$ cat src/rtl/keypad_scanner_if.sv
// Keypad scanner signal bundle: matrix lines toward the keypad plus the
// decoded key/entry outputs toward the calculator datapath.
interface keypad_scanner_if;
    logic [3:0]  row_i;       // keypad rows, active-low, asynchronous to clk
    logic [3:0]  col_select;  // column drive, one-hot active-low
    logic        key_valid;   // one-cycle strobe per accepted press
    logic [3:0]  key_code;    // last accepted key, held after the strobe
    logic [13:0] number_o;    // decimal entry value, 0..9999

    // Scanner side: samples rows, drives columns and results.
    modport master (
        input  row_i,
        output col_select,
        output key_valid,
        output key_code,
        output number_o
    );

    // Keypad / consumer side.
    modport slave (
        output row_i,
        input  col_select,
        input  key_valid,
        input  key_code,
        input  number_o
    );
endinterface

$ cat src/rtl/keypad_scanner.sv
// 4x4 matrix keypad scanner: rotates an active-low column select, debounces
// presses and releases on synchronized rows, strobes each accepted key once
// and accumulates digit keys into a decimal entry value (0..9999).
module keypad_scanner #(
    parameter int unsigned SCAN_DIV        = 2**16 - 1,  // cycles per column minus 1 (>= 4)
    parameter int unsigned DEBOUNCE_CYCLES = 2**20 - 1   // stable cycles minus 1 to accept
) (
    input  logic             clk,
    input  logic             reset_n,
    keypad_scanner_if.master kp
);

    localparam int unsigned SCAN_W = $clog2(SCAN_DIV + 1);
    localparam int unsigned DEB_W  = (DEBOUNCE_CYCLES > 0) ? $clog2(DEBOUNCE_CYCLES + 1) : 1;

    localparam logic [SCAN_W-1:0] SCAN_MAX = SCAN_W'(SCAN_DIV);
    localparam logic [DEB_W-1:0]  DEB_MAX  = DEB_W'(DEBOUNCE_CYCLES);

    localparam logic [3:0] KEY_CLEAR = 4'hC;

    typedef enum logic [1:0] {
        SCAN,
        DEBOUNCE,
        HELD,
        RELEASE
    } state_t;

    state_t            state_q, state_d;
    logic [SCAN_W-1:0] scan_cnt_q, scan_cnt_d;
    logic [DEB_W-1:0]  deb_cnt_q, deb_cnt_d;
    logic [1:0]        col_q, col_d;
    logic [1:0]        lat_row_q, lat_row_d;
    logic              key_valid_q, key_valid_d;
    logic [3:0]        key_code_q, key_code_d;
    logic [13:0]       number_q;

    logic [3:0]        row_meta;
    logic [3:0]        row_sync;
    logic              win_valid;
    logic [1:0]        win_row;

    // Map (row, column) to the calculator key code.
    function automatic logic [3:0] key_map(input logic [1:0] row, input logic [1:0] col);
        logic [3:0] code;
        code = 4'h0;
        case ({row, col})
            4'h0: code = 4'h1;
            4'h1: code = 4'h2;
            4'h2: code = 4'h3;
            4'h3: code = 4'hA;
            4'h4: code = 4'h4;
            4'h5: code = 4'h5;
            4'h6: code = 4'h6;
            4'h7: code = 4'hB;
            4'h8: code = 4'h7;
            4'h9: code = 4'h8;
            4'hA: code = 4'h9;
            4'hB: code = 4'hC;
            4'hC: code = 4'hE;
            4'hD: code = 4'h0;
            4'hE: code = 4'hF;
            4'hF: code = 4'hD;
            default: code = 4'h0;
        endcase
        return code;
    endfunction

    // Two-flop synchronizer for the asynchronous row inputs; idles high.
    always_ff @(posedge clk or negedge reset_n) begin
        // NOTE: sequential state is updated with non-blocking assignments so
        // every flop samples pre-edge values regardless of statement order.
        if (!reset_n) begin
            row_meta <= 4'b1111;
            row_sync <= 4'b1111;
        end else begin
            row_meta <= kp.row_i;
            row_sync <= row_meta;
        end
    end

    // Priority encode the synchronized rows: lowest low row wins.
    always_comb begin
        win_valid = ~&row_sync;
        win_row   = 2'd0;
        for (int r = 3; r >= 0; r--) begin
            if (!row_sync[r]) win_row = 2'(r);
        end
    end

    // Scan/debounce FSM: next state and next register values.
    always_comb begin
        // NOTE: every output of this block gets a default first, so no path
        // leaves a signal unassigned and no latch is inferred.
        state_d     = state_q;
        scan_cnt_d  = scan_cnt_q;
        deb_cnt_d   = deb_cnt_q;
        col_d       = col_q;
        lat_row_d   = lat_row_q;
        key_valid_d = 1'b0;
        key_code_d  = key_code_q;

        case (state_q)
            SCAN: begin
                if (scan_cnt_q == SCAN_MAX) begin
                    if (win_valid) begin
                        // Column stays put; it is the latched column.
                        lat_row_d = win_row;
                        deb_cnt_d = '0;
                        state_d   = DEBOUNCE;
                    end else begin
                        col_d      = col_q + 2'd1;
                        scan_cnt_d = '0;
                    end
                end else begin
                    scan_cnt_d = scan_cnt_q + 1'b1;
                end
            end

            DEBOUNCE: begin
                if (win_valid && (win_row == lat_row_q)) begin
                    if (deb_cnt_q == DEB_MAX) begin
                        key_valid_d = 1'b1;
                        key_code_d  = key_map(lat_row_q, col_q);
                        state_d     = HELD;
                    end else begin
                        deb_cnt_d = deb_cnt_q + 1'b1;
                    end
                end else begin
                    // Bounce or glitch: rescan the same column from scratch.
                    scan_cnt_d = '0;
                    state_d    = SCAN;
                end
            end

            HELD: begin
                if (&row_sync) begin
                    deb_cnt_d = '0;
                    state_d   = RELEASE;
                end
            end

            RELEASE: begin
                if (win_valid) begin
                    // Release bounce: back to waiting, no new strobe.
                    state_d = HELD;
                end else if (deb_cnt_q == DEB_MAX) begin
                    col_d      = col_q + 2'd1;
                    scan_cnt_d = '0;
                    state_d    = SCAN;
                end else begin
                    deb_cnt_d = deb_cnt_q + 1'b1;
                end
            end

            default: begin
                state_d    = SCAN;
                scan_cnt_d = '0;
            end
        endcase
    end

    // FSM state, counters and key outputs.
    always_ff @(posedge clk or negedge reset_n) begin
        if (!reset_n) begin
            state_q     <= SCAN;
            scan_cnt_q  <= '0;
            deb_cnt_q   <= '0;
            col_q       <= 2'd0;
            lat_row_q   <= 2'd0;
            key_valid_q <= 1'b0;
            key_code_q  <= 4'h0;
        end else begin
            state_q     <= state_d;
            scan_cnt_q  <= scan_cnt_d;
            deb_cnt_q   <= deb_cnt_d;
            col_q       <= col_d;
            lat_row_q   <= lat_row_d;
            key_valid_q <= key_valid_d;
            key_code_q  <= key_code_d;
        end
    end

    // Decimal entry accumulator, updated the edge after each strobe.
    always_ff @(posedge clk or negedge reset_n) begin
        if (!reset_n) begin
            number_q <= 14'd0;
        end else if (key_valid_q) begin
            if (key_code_q == KEY_CLEAR) begin
                number_q <= 14'd0;
            end else if ((key_code_q <= 4'd9) && (number_q <= 14'd999)) begin
                // n*10 + d as shifts; n <= 999 keeps the result within 9999.
                number_q <= (number_q << 3) + (number_q << 1) + {10'd0, key_code_q};
            end
        end
    end

    assign kp.col_select = ~(4'b0001 << col_q);
    assign kp.key_valid  = key_valid_q;
    assign kp.key_code   = key_code_q;
    assign kp.number_o   = number_q;

endmodule

$ cat src/flat_wrapper.sv
// flat-port wrapper written by rule: the top's interface ports become plain ports
module keypad_scanner_flat 
#(
    parameter int unsigned SCAN_DIV        = 2**16 - 1,                                     
    parameter int unsigned DEBOUNCE_CYCLES = 2**20 - 1                                     
)
  (clk, reset_n, kp_row_i, kp_col_select, kp_key_valid, kp_key_code, kp_number_o);
  keypad_scanner_if kp_i ();
  input  logic clk;
  input  logic reset_n;
  input wire logic [$bits(kp_i.row_i)-1:0] kp_row_i;
  output wire logic [$bits(kp_i.col_select)-1:0] kp_col_select;
  output wire logic [$bits(kp_i.key_valid)-1:0] kp_key_valid;
  output wire logic [$bits(kp_i.key_code)-1:0] kp_key_code;
  output wire logic [$bits(kp_i.number_o)-1:0] kp_number_o;
  assign kp_i.row_i = kp_row_i;
  assign kp_col_select = kp_i.col_select;
  assign kp_key_valid = kp_i.key_valid;
  assign kp_key_code = kp_i.key_code;
  assign kp_number_o = kp_i.number_o;
  keypad_scanner #(.SCAN_DIV(SCAN_DIV), .DEBOUNCE_CYCLES(DEBOUNCE_CYCLES)) u_core (.clk(clk), .reset_n(reset_n), .kp(kp_i));
endmodule
$ cat config.mk
export PLATFORM = sky130hd
export DESIGN_NAME = keypad_scanner_flat
export DESIGN_NICKNAME = d
export VERILOG_FILES = /design/src/rtl/keypad_scanner_if.sv /design/src/rtl/keypad_scanner.sv /design/src/flat_wrapper.sv
export SDC_FILE = /design/constraint.sdc
export NUM_CORES = 1
export LEC_CHECK = 0
export CAP_MARGIN = 20
export CORE_AREA = 2 2 93 95
export CTS_CLUSTER_DIAMETER = 30
export CTS_CLUSTER_SIZE = 8
export DETAILED_ROUTE_END_ITERATION = 12
export DIE_AREA = 0 0 95 97
export PLACE_DENSITY = 0.69
export SLEW_MARGIN = 0
export SYNTH_ARGS = -nofsm -noshare
export SYNTH_HDL_FRONTEND = slang
export SYNTH_SLANG_ARGS = --single-unit
$ cat constraint.sdc
create_clock -name clk -period 3.1 [get_ports clk]
set_input_delay 0.93 -clock clk [delete_from_list [all_inputs] [get_ports clk]]
set_output_delay 0.93 -clock clk [all_outputs]
set_load 0.1 [all_outputs]
; ---- Word-level counts from Yosys, hierarchy flattened
; Memories as Yosys holds them, arrays and structs flattened. A register that Yosys moved wholly into a read port is not among the register bits.
; Index checks and enable logic that the tools add are counted.
; Widths: inputs -> output; s select.
[op_classes]
n_shift = 1
n_reduce_logical = 16
n_addsub = 5
bitwise_logic = 2
n_mux = 35
n_lt_le_gt_ge = 2
eq_ne = 18
[op_table]
columns = operator, n
row1 = $mux 20, 6
row2 = $mux 16, 5
row3 = $pmux 20 s4, 1
row4 = $pmux 16 s3, 1
row5 = $mux 2, 15
row6 = $mux 14, 2
row7 = $add 20x1->20 const B, 1
row8 = $eq 20x20->1 const B, 1
row9 = $reduce_and 5->1, 4
row10 = $add 16x1->16 const B, 1
row11 = $eq 16x16->1 const B, 1
row12 = $add 14x14->14, 1
row13 = $add 14x4->14, 1
row14 = $le 14x10->1 const B, 1
row15 = $ne 2x1->1 const B, 6
row16 = $pmux 2 s4, 1
row17 = $ne 3x3->1 const B, 2
row18 = $reduce_and 3->1, 2
row19 = $eq 2x2->1 const B, 2
row20 = $eq 4x4->1 const B, 1
row21 = $le 4x4->1 const B, 1
row22 = $ne 2x2->1 const B, 2
row23 = $not 4->4, 1
row24 = $pmux 2 s2, 1
row25 = 14 further kinds, 19
[word_totals]
mem_bits_ro = 64
register_bits = 65
memories = 1
out_inout_bits = 23
wordCells = 89
in_bits = 6
[mem_list]
columns = memory, words, width, rd, rd_clocked_by_memory_dff, write_ports, line_no
row1 = (no name shown), 16, 4, 1, 1, 0, keypad_scanner.sv:46  ; case ({row, col})

; ---- Logic depth before layout (Yosys ltp)
; Gate-level depths: netlist of run 1.
[logic_depth]
ltp_word = 8
mapped_depth = 10

; ---- Least setup slack after synthesis of run 1
; Ideal clock, no wire load.
[synth_path]
kind = reg-to-reg
from = reg u_core.number_q[0], in the netlist u_core.kp.number_o[0]
to = reg u_core.number_q[11], in the netlist u_core.kp.number_o[11]
t_required_ns = 2.978
path_stages_with_launch = 11
t_arrival_ns = 3.105
setup_time_ns = 0.122
setup_slack_ns = -0.127
cell_sequence = dfrtp_1 -> inv_1 -> fa_1 -> inv_1 -> ha_1 -> a21o_1 -> nand4_1 -> a21oi_1 -> a2111oi_0 -> xnor2_1 -> a22o_1
[synth_between]
elab_chain_len = 4
elab_cells_between_ends = 8
cone_classes = 2 x add/sub / 1 x order compare / 2 x mux / 3 x reduce/logical
[synth_rtl]
columns = item, line_no
row1 = start: declaration, keypad_scanner.sv:35  ; logic [13:0] number_q;
row2 = start signal: assignment, keypad_scanner.sv:192  ; number_q <= (number_q << 3) + (number_q << 1) + {10'd0, key_code_q};
row3 = $add 14x14->14 or $le 14x10->1 (tied branches), "keypad_scanner.sv:192, keypad_scanner.sv:190"
row4 = $add 14x4->14 or $logic_and 1x1->1 (tied branches), "keypad_scanner.sv:192, keypad_scanner.sv:190"
row5 = $mux 14 or $reduce_bool 2->1 (tied branches), n/a
row6 = $mux 14 or $reduce_and 2->1 (tied branches), n/a
; Several ways; a longest one is shown, not always the timed one. The select of a mux whose other input is x is not followed.
; A chain may end at the register's enable or synchronous reset.

; ---- Worst setup path in the final report of run 1
; Same ends and word-level chain as after synthesis.

==> reports/metrics.cfg, run 1 <==
[critical_path]
reg2reg_slack_ns=0.39
crit_type=flip-flop to flip-flop
rr_worst_depth=10
crit_slowest_cell=fa_1
rr_startpoint=u_core.kp.number_o[0]
endpoint_kind=flip-flop
reg2reg_to=u_core.kp.number_o[11]
required_ns=3.33
max_stage_delay_ns=0.60
worst-endpoint-arrival_ns=2.94
crit_path_cell_trace=inv_1, fa_1, inv_1, ha_1, a21o_1, nand4_1, a21oi_1, a2111oi_0, xnor2_1, a22o_1
cp_max_fo=4
worstSetupStartpointType=flip-flop
crit_top_cell=inv_1

[sta]
fin_crit_sh_pct=87.51
finalSetupViolations=0
report.final.hold_viol_count=0
setup_ws_ns=0.3871
finalMaxSlewViolations=0
whs_ns=0.3560
rsz0062_at_grt=false
tightest_slew_ns=0.6056
clock_skew_ns=0.01197
setup_tns_ns=0
max_slew_margin_pct=59.63
fmax_mhz=368.6
min_period_ns=2.713

[synthesis]
yosys.area.top_type=dfrtp_1
ys_top_cells_by_count=61 x dfrtp_1, 55 x o21ai_0, 42 x nor2_1
synth_top_cell_area_share_pct=35.59
yosysSeqAreaShare_pct=40.49
synth_edf_count=0
netlist_area_sq_um=4289
netlist_instances=468
synth.area.top_cells=dfrtp_1 36%, ha_1 9.9%, o21ai_0 6.4%
synth-async-reset-ratio_pct=100.0
synth_flop_cell=dfrtp_1
syn_area_per_cell_sq_um=9.165
synth_most_common_cell=dfrtp_1
yosysUniqueCellTypes=53
synth_warnings=0
synth_fp_nets=510
synth.ff_latch_count=69

[clocking]
cts.sinks=69
cts_tree=done
h-tree-depth=3
cts_resized=0
cts.hold.buffers_added=0
insertion_delay_ns=0.35
cts.clk_slew.worst_paths_ns=0.08
cts_setup_buffers=0
cts_buffer_depth=2
cts_inserted_buffers=9
ctsRootBufferMaster=clkbuf_8

[global_route]
grt_overflow_total=0
grt_usage_pct=21.52
grt_start_max_net_pins=29
grt_pass1_wl_um=16100
antenna_found_initial=0
grt_pass1_vias=3463

[die]
rows=33
core_area_sq_um=8134
top_level_ports=29
die_w_um=95
start_util_pct=52.73
die_area_sq_um=9215
die_y_um=97

[placement]
io_buffers=28
place_ws_ns=0.4101
hpwlAfterDp_um=6492
post_dp_cell_area_sq_um=4668
dp.cells=598
gp_congestion=0.8389

[hold_path]
holdPathEnd=u_core.row_sync[0]
holdPathStages=0
hp-start=u_core.row_meta[0]
hold_path.class=flip-flop to flip-flop

[finish]
utilization_pct=59.73
drive_gt1_share_pct=14.93
layout.nets=546
seq_area_sq_um=1740
fillCellCount=718
multi_input_area_sq_um=2409
antenna-diode-count=0
stdcell_area_sq_um=4858
area_delta_synth_final_pct=13.27
instances_no_fill=614

[power]
pwr_density_cell_nw_per_um2=342.3
p_total_mw=1.663
peakVddDrop_uv=264.9
p_leak_nw=2.273

[drt]
finalWirelength_um=9019
vias_per_cell=5.836
drt-initial-drc-count=159
vias=3583
dr.pass1.iters=4
ant_nets=0
drcViolationCount=0
avgRoutedWirePerCell_um=14.69

[job]
maxCapViolations=0

[run_status]
status=finished clean

## metal layers
| metal | track usage, % | wire length [um] | up-vias |
|---|---|---|---|
| met2 | 33.33 | 4152 | 59 |
| met4 | 6.689 | 114 | 0 |
| li1 | - | - | 1779 |
| met1 | 30.81 | 4456 | 1736 |
| met5 | 0 | 0 | - |
| met3 | 3.505 | 296 | 9 |
## area by class of cell
cell class / count / share of cell area, %
multi-input cells: 363 / 49.58
inverters: 24 / 1.854
clock inverters: 7 / 1.365
flip-flops and latches: 69 / 35.82
well taps: 105 / 2.704
repair buffers: 37 / 6.129
clock buffers: 9 / 2.550
## critical path, delay by kind of cell (launching register included)
family,cells,cell delay [ns]
XOR/XNOR,1,0.11
AO/OA/AOI/OAI,4,0.96
AND/OR/NAND/NOR,1,0.12
buffers and inverters,2,0.13
flip-flops,1,0.39
adder cells (fa/ha/maj),2,0.88
## sequential cells by signal, summed over array words and instances (netlist names)
signal	count
u_core.state_q	2
u_core.kp.key_code	4
u_core.row_meta	4
u_core.deb_cnt_q	20
u_core.row_sync	4
u_core.col_q	2
u_core.scan_cnt_q	16
u_core.lat_row_q	2
u_core.kp.number_o	14
u_core.kp.key_valid	1
## cells in the final DEF (no fill, tap or decap), types with 3 or more instances in the layout
master,instances
clkinv_2,4
nand4_1,12
a31oi_1,10
o41ai_1,3
dfrtp_1,58
dfrtp_2,3
o21ai_0,54
nand2b_1,5
and3_1,16
a21o_1,6
and4_1,5
a21oi_1,35
or2_2,5
nand3b_1,4
xor2_1,6
dfstp_2,8
and2_1,3
inv_1,24
clkdlybuf4s50_1,4
nor3_1,10
xnor2_1,6
nor2_1,42
buf_4,31
nand2_1,40
mux2_2,5
ha_1,34
clkbuf_8,9
o31ai_1,10
mux2i_1,3
nand3_1,13
a22o_1,6
## logic make-up after synthesis
kind of cell / Yosys count / share of synthesized area (%)
flip-flops: 69 / 40.49
adder cells (fa/ha/maj): 36 / 10.85
AND/OR/NAND/NOR: 169 / 20.95
XOR/XNOR: 12 / 2.450
buffers and inverters: 36 / 3.355
AO/OA/AOI/OAI: 137 / 19.37
multiplexers: 9 / 2.538
## how the worst max path moves through the flow
stage               slack [ns]                endpoint             startpoint
floorplan                 0.14  u_core.kp.number_o[11]  u_core.kp.number_o[4]
finish                    0.39  u_core.kp.number_o[11]  u_core.kp.number_o[0]
detailed placement        0.41  u_core.kp.number_o[11]  u_core.kp.number_o[0]
CTS                       0.38  u_core.kp.number_o[11]  u_core.kp.number_o[0]
global route              0.16  u_core.kp.number_o[11]  u_core.kp.number_o[0]
global placement          0.47  u_core.kp.number_o[11]  u_core.kp.number_o[0]
## power by group
group / leakage, nW / total [mW] / internal, mW / switching, mW
registers: 0.917 / 0.913 / 0.909 / 0.00407
clock network: 0.0987 / 0.719 / 0.367 / 0.352
logic: 1.26 / 0.0310 / 0.0104 / 0.0206
total: 2.27 / 1.66 / 1.29 / 0.377
(Power assumes the default switching activity.)
==> run 2, diff against run 1 <==
- CORE_AREA: 2 2 93 95 -> 3 3 94 96
- CTS_CLUSTER_SIZE: 8 -> default
- DIE_AREA: 0 0 95 97 -> 0 0 97 99
==> run 2 against run 1 <==
Sequential share of layout area about the same; largest power group unchanged; hold slack improved by 0.0011 ns; critical path depth stayed put; non-clock buffer count fell by 1; largest cell class unchanged; total power up 1.6%; sequential cell count unchanged; combinational power is 2% lower.
==> reports/metrics.cfg, run 2 (synthesis gave the netlist of run 1 again) <==
[finish]
drive_gt1_share_pct=14.60
largest_reg_flops=20
fillCellCount=705
antenna-diode-count=0
layout.nets=545
top_register=u_core.deb_cnt_q
mostFrequentLayoutCells=58 x dfrtp_1, 54 x o21ai_0, 42 x nor2_1
area_delta_synth_final_pct=13.30
final_common_cell=dfrtp_1

[clocking]
cts.sinks=69
ctsRootBufferMaster=clkbuf_8
cts_buffer_depth=2
insertion_delay_ns=0.34
cts_setup_buffers=0
cts.hold.buffers_added=0
cts_tree=done
cts_resized=0
cts_inserted_buffers=9
cts.clk_slew.worst_paths_ns=0.07
h-tree-depth=3

[global_route]
grt_pass1_vias=3321
grt_pass1_wl_um=15820
antenna_found_initial=0
grt_overflow_total=0
grt_start_max_net_pins=70
grt_usage_pct=19.61

[sta]
finalMaxSlewViolations=0
whs_ns=0.3571
rsz0062_at_grt=false
report.final.hold_viol_count=0
finalSetupViolations=0
fin_crit_sh_pct=88.40
min_period_ns=2.740
max_slew_margin_pct=59.19
setup_tns_ns=0
tightest_slew_ns=0.6074
fmax_mhz=364.9
clock_skew_ns=0.01441

[power]
pwr_density_cell_nw_per_um2=347.7
peakVddDrop_uv=211.9
p_total_mw=1.690
p_leak_nw=2.270

[die]
core_area_sq_um=8134
top_level_ports=29
start_util_pct=52.73
rows=33
die_y_um=99
die_area_sq_um=9603
die_w_um=97

[critical_path]
required_ns=3.32
crit_slowest_cell=fa_1
rr_worst_depth=10
worstSetupStartpointType=flip-flop
crit_path_cell_trace=inv_1, fa_1, inv_1, ha_1, a21o_1, nand4_1, a21oi_1, a2111oi_0, xnor2_1, a22o_1
crit_type=flip-flop to flip-flop
reg2reg_slack_ns=0.36
rr_startpoint=u_core.kp.number_o[0]
endpoint_kind=flip-flop
worst-endpoint-arrival_ns=2.96
reg2reg_to=u_core.kp.number_o[11]
max_stage_delay_ns=0.59
cp_max_fo=4
crit_top_cell=inv_1

[drt]
avgRoutedWirePerCell_um=14.80
ant_nets=0
finalWirelength_um=9057
drcViolationCount=0
vias=3570
drt-initial-drc-count=168
dr.pass1.iters=5
vias_per_cell=5.833

[run_status]
status=finished clean

[placement]
io_buffers=28
hpwlAfterDp_um=6359
gp_congestion=0.8435

[hold_path]
holdPathStages=0
hold_path.class=flip-flop to flip-flop
holdPathEnd=u_core.row_sync[1]
hp-start=u_core.row_meta[1]

[job]
maxCapViolations=0

[run 2: critical path: cells and delay by family, from the launching register on]
family | cells | cell delay (ns)
compound gates | 4 | 1.02
xor+xnor | 1 | 0.11
fa+ha+maj | 2 | 0.88
buf+inv | 2 | 0.13
flops | 1 | 0.39
simple gates | 1 | 0.11
[run 2: layout make-up]
type / instances / area (sq um) / area share [%]
clock buffers: 11 / 151.4 / 3.115
clock inverters: 4 / 47.55 / 0.9784
inverters: 24 / 90.09 / 1.854
multi-input cells: 363 / 2409 / 49.56
flip-flops and latches: 69 / 1740 / 35.81
well taps: 105 / 131.4 / 2.703
repair buffers: 36 / 290.3 / 5.973
[run 2: worst max-delay path by stage]
| stage | start | end | slack, ns | cells past startpoint |
|---|---|---|---|---|
| 2_1_floorplan | u_core.kp.number_o[4] | u_core.kp.number_o[11] | 0.14 | 8 |
| 6_report | u_core.kp.number_o[0] | u_core.kp.number_o[11] | 0.36 | 10 |
| 4_1_cts | u_core.kp.number_o[0] | u_core.kp.number_o[11] | 0.36 | 10 |
| 3_5_place_dp | u_core.kp.number_o[0] | u_core.kp.number_o[11] | 0.38 | 10 |
| 3_3_place_gp | u_core.kp.number_o[0] | u_core.kp.number_o[11] | 0.48 | 10 |
| 5_1_grt | u_core.kp.number_o[0] | u_core.kp.number_o[11] | 0.26 | 10 |
[run 2: per-stage QoR]
| stage | util, % | area, sq um | cells | setup WS, ns |
|---|---|---|---|---|
| global route | 59.74 | 4860 | 612 | 0.2558 |
| global placement | 57.30 | 4661 | 597 | 0.4766 |
| finish | 59.74 | 4860 | 612 | 0.3595 |
| detailed placement | 57.30 | 4661 | 597 | 0.3824 |
| floorplan | - | 4293 | 468 | 0.1387 |
| CTS | 59.74 | 4860 | 612 | 0.3600 |
[run 2: report_power, final]
group | switching, mW | internal (mW)
clock network | 0.337 | 0.409
registers | 0.00415 | 0.909
logic | 0.0205 | 0.00975
total | 0.362 | 1.33
[run 2: layer usage]
layer | global-route usage (%) | share of wire [%] | vias to the layer above
met2 | 30.57 | 46 | 60
met3 | 3.751 | 3.7 | 4
met4 | 5.184 | 0.54 | 0
met1 | 28.21 | 49 | 1731
li1 | - | - | 1775
met5 | 0 | 0 | -
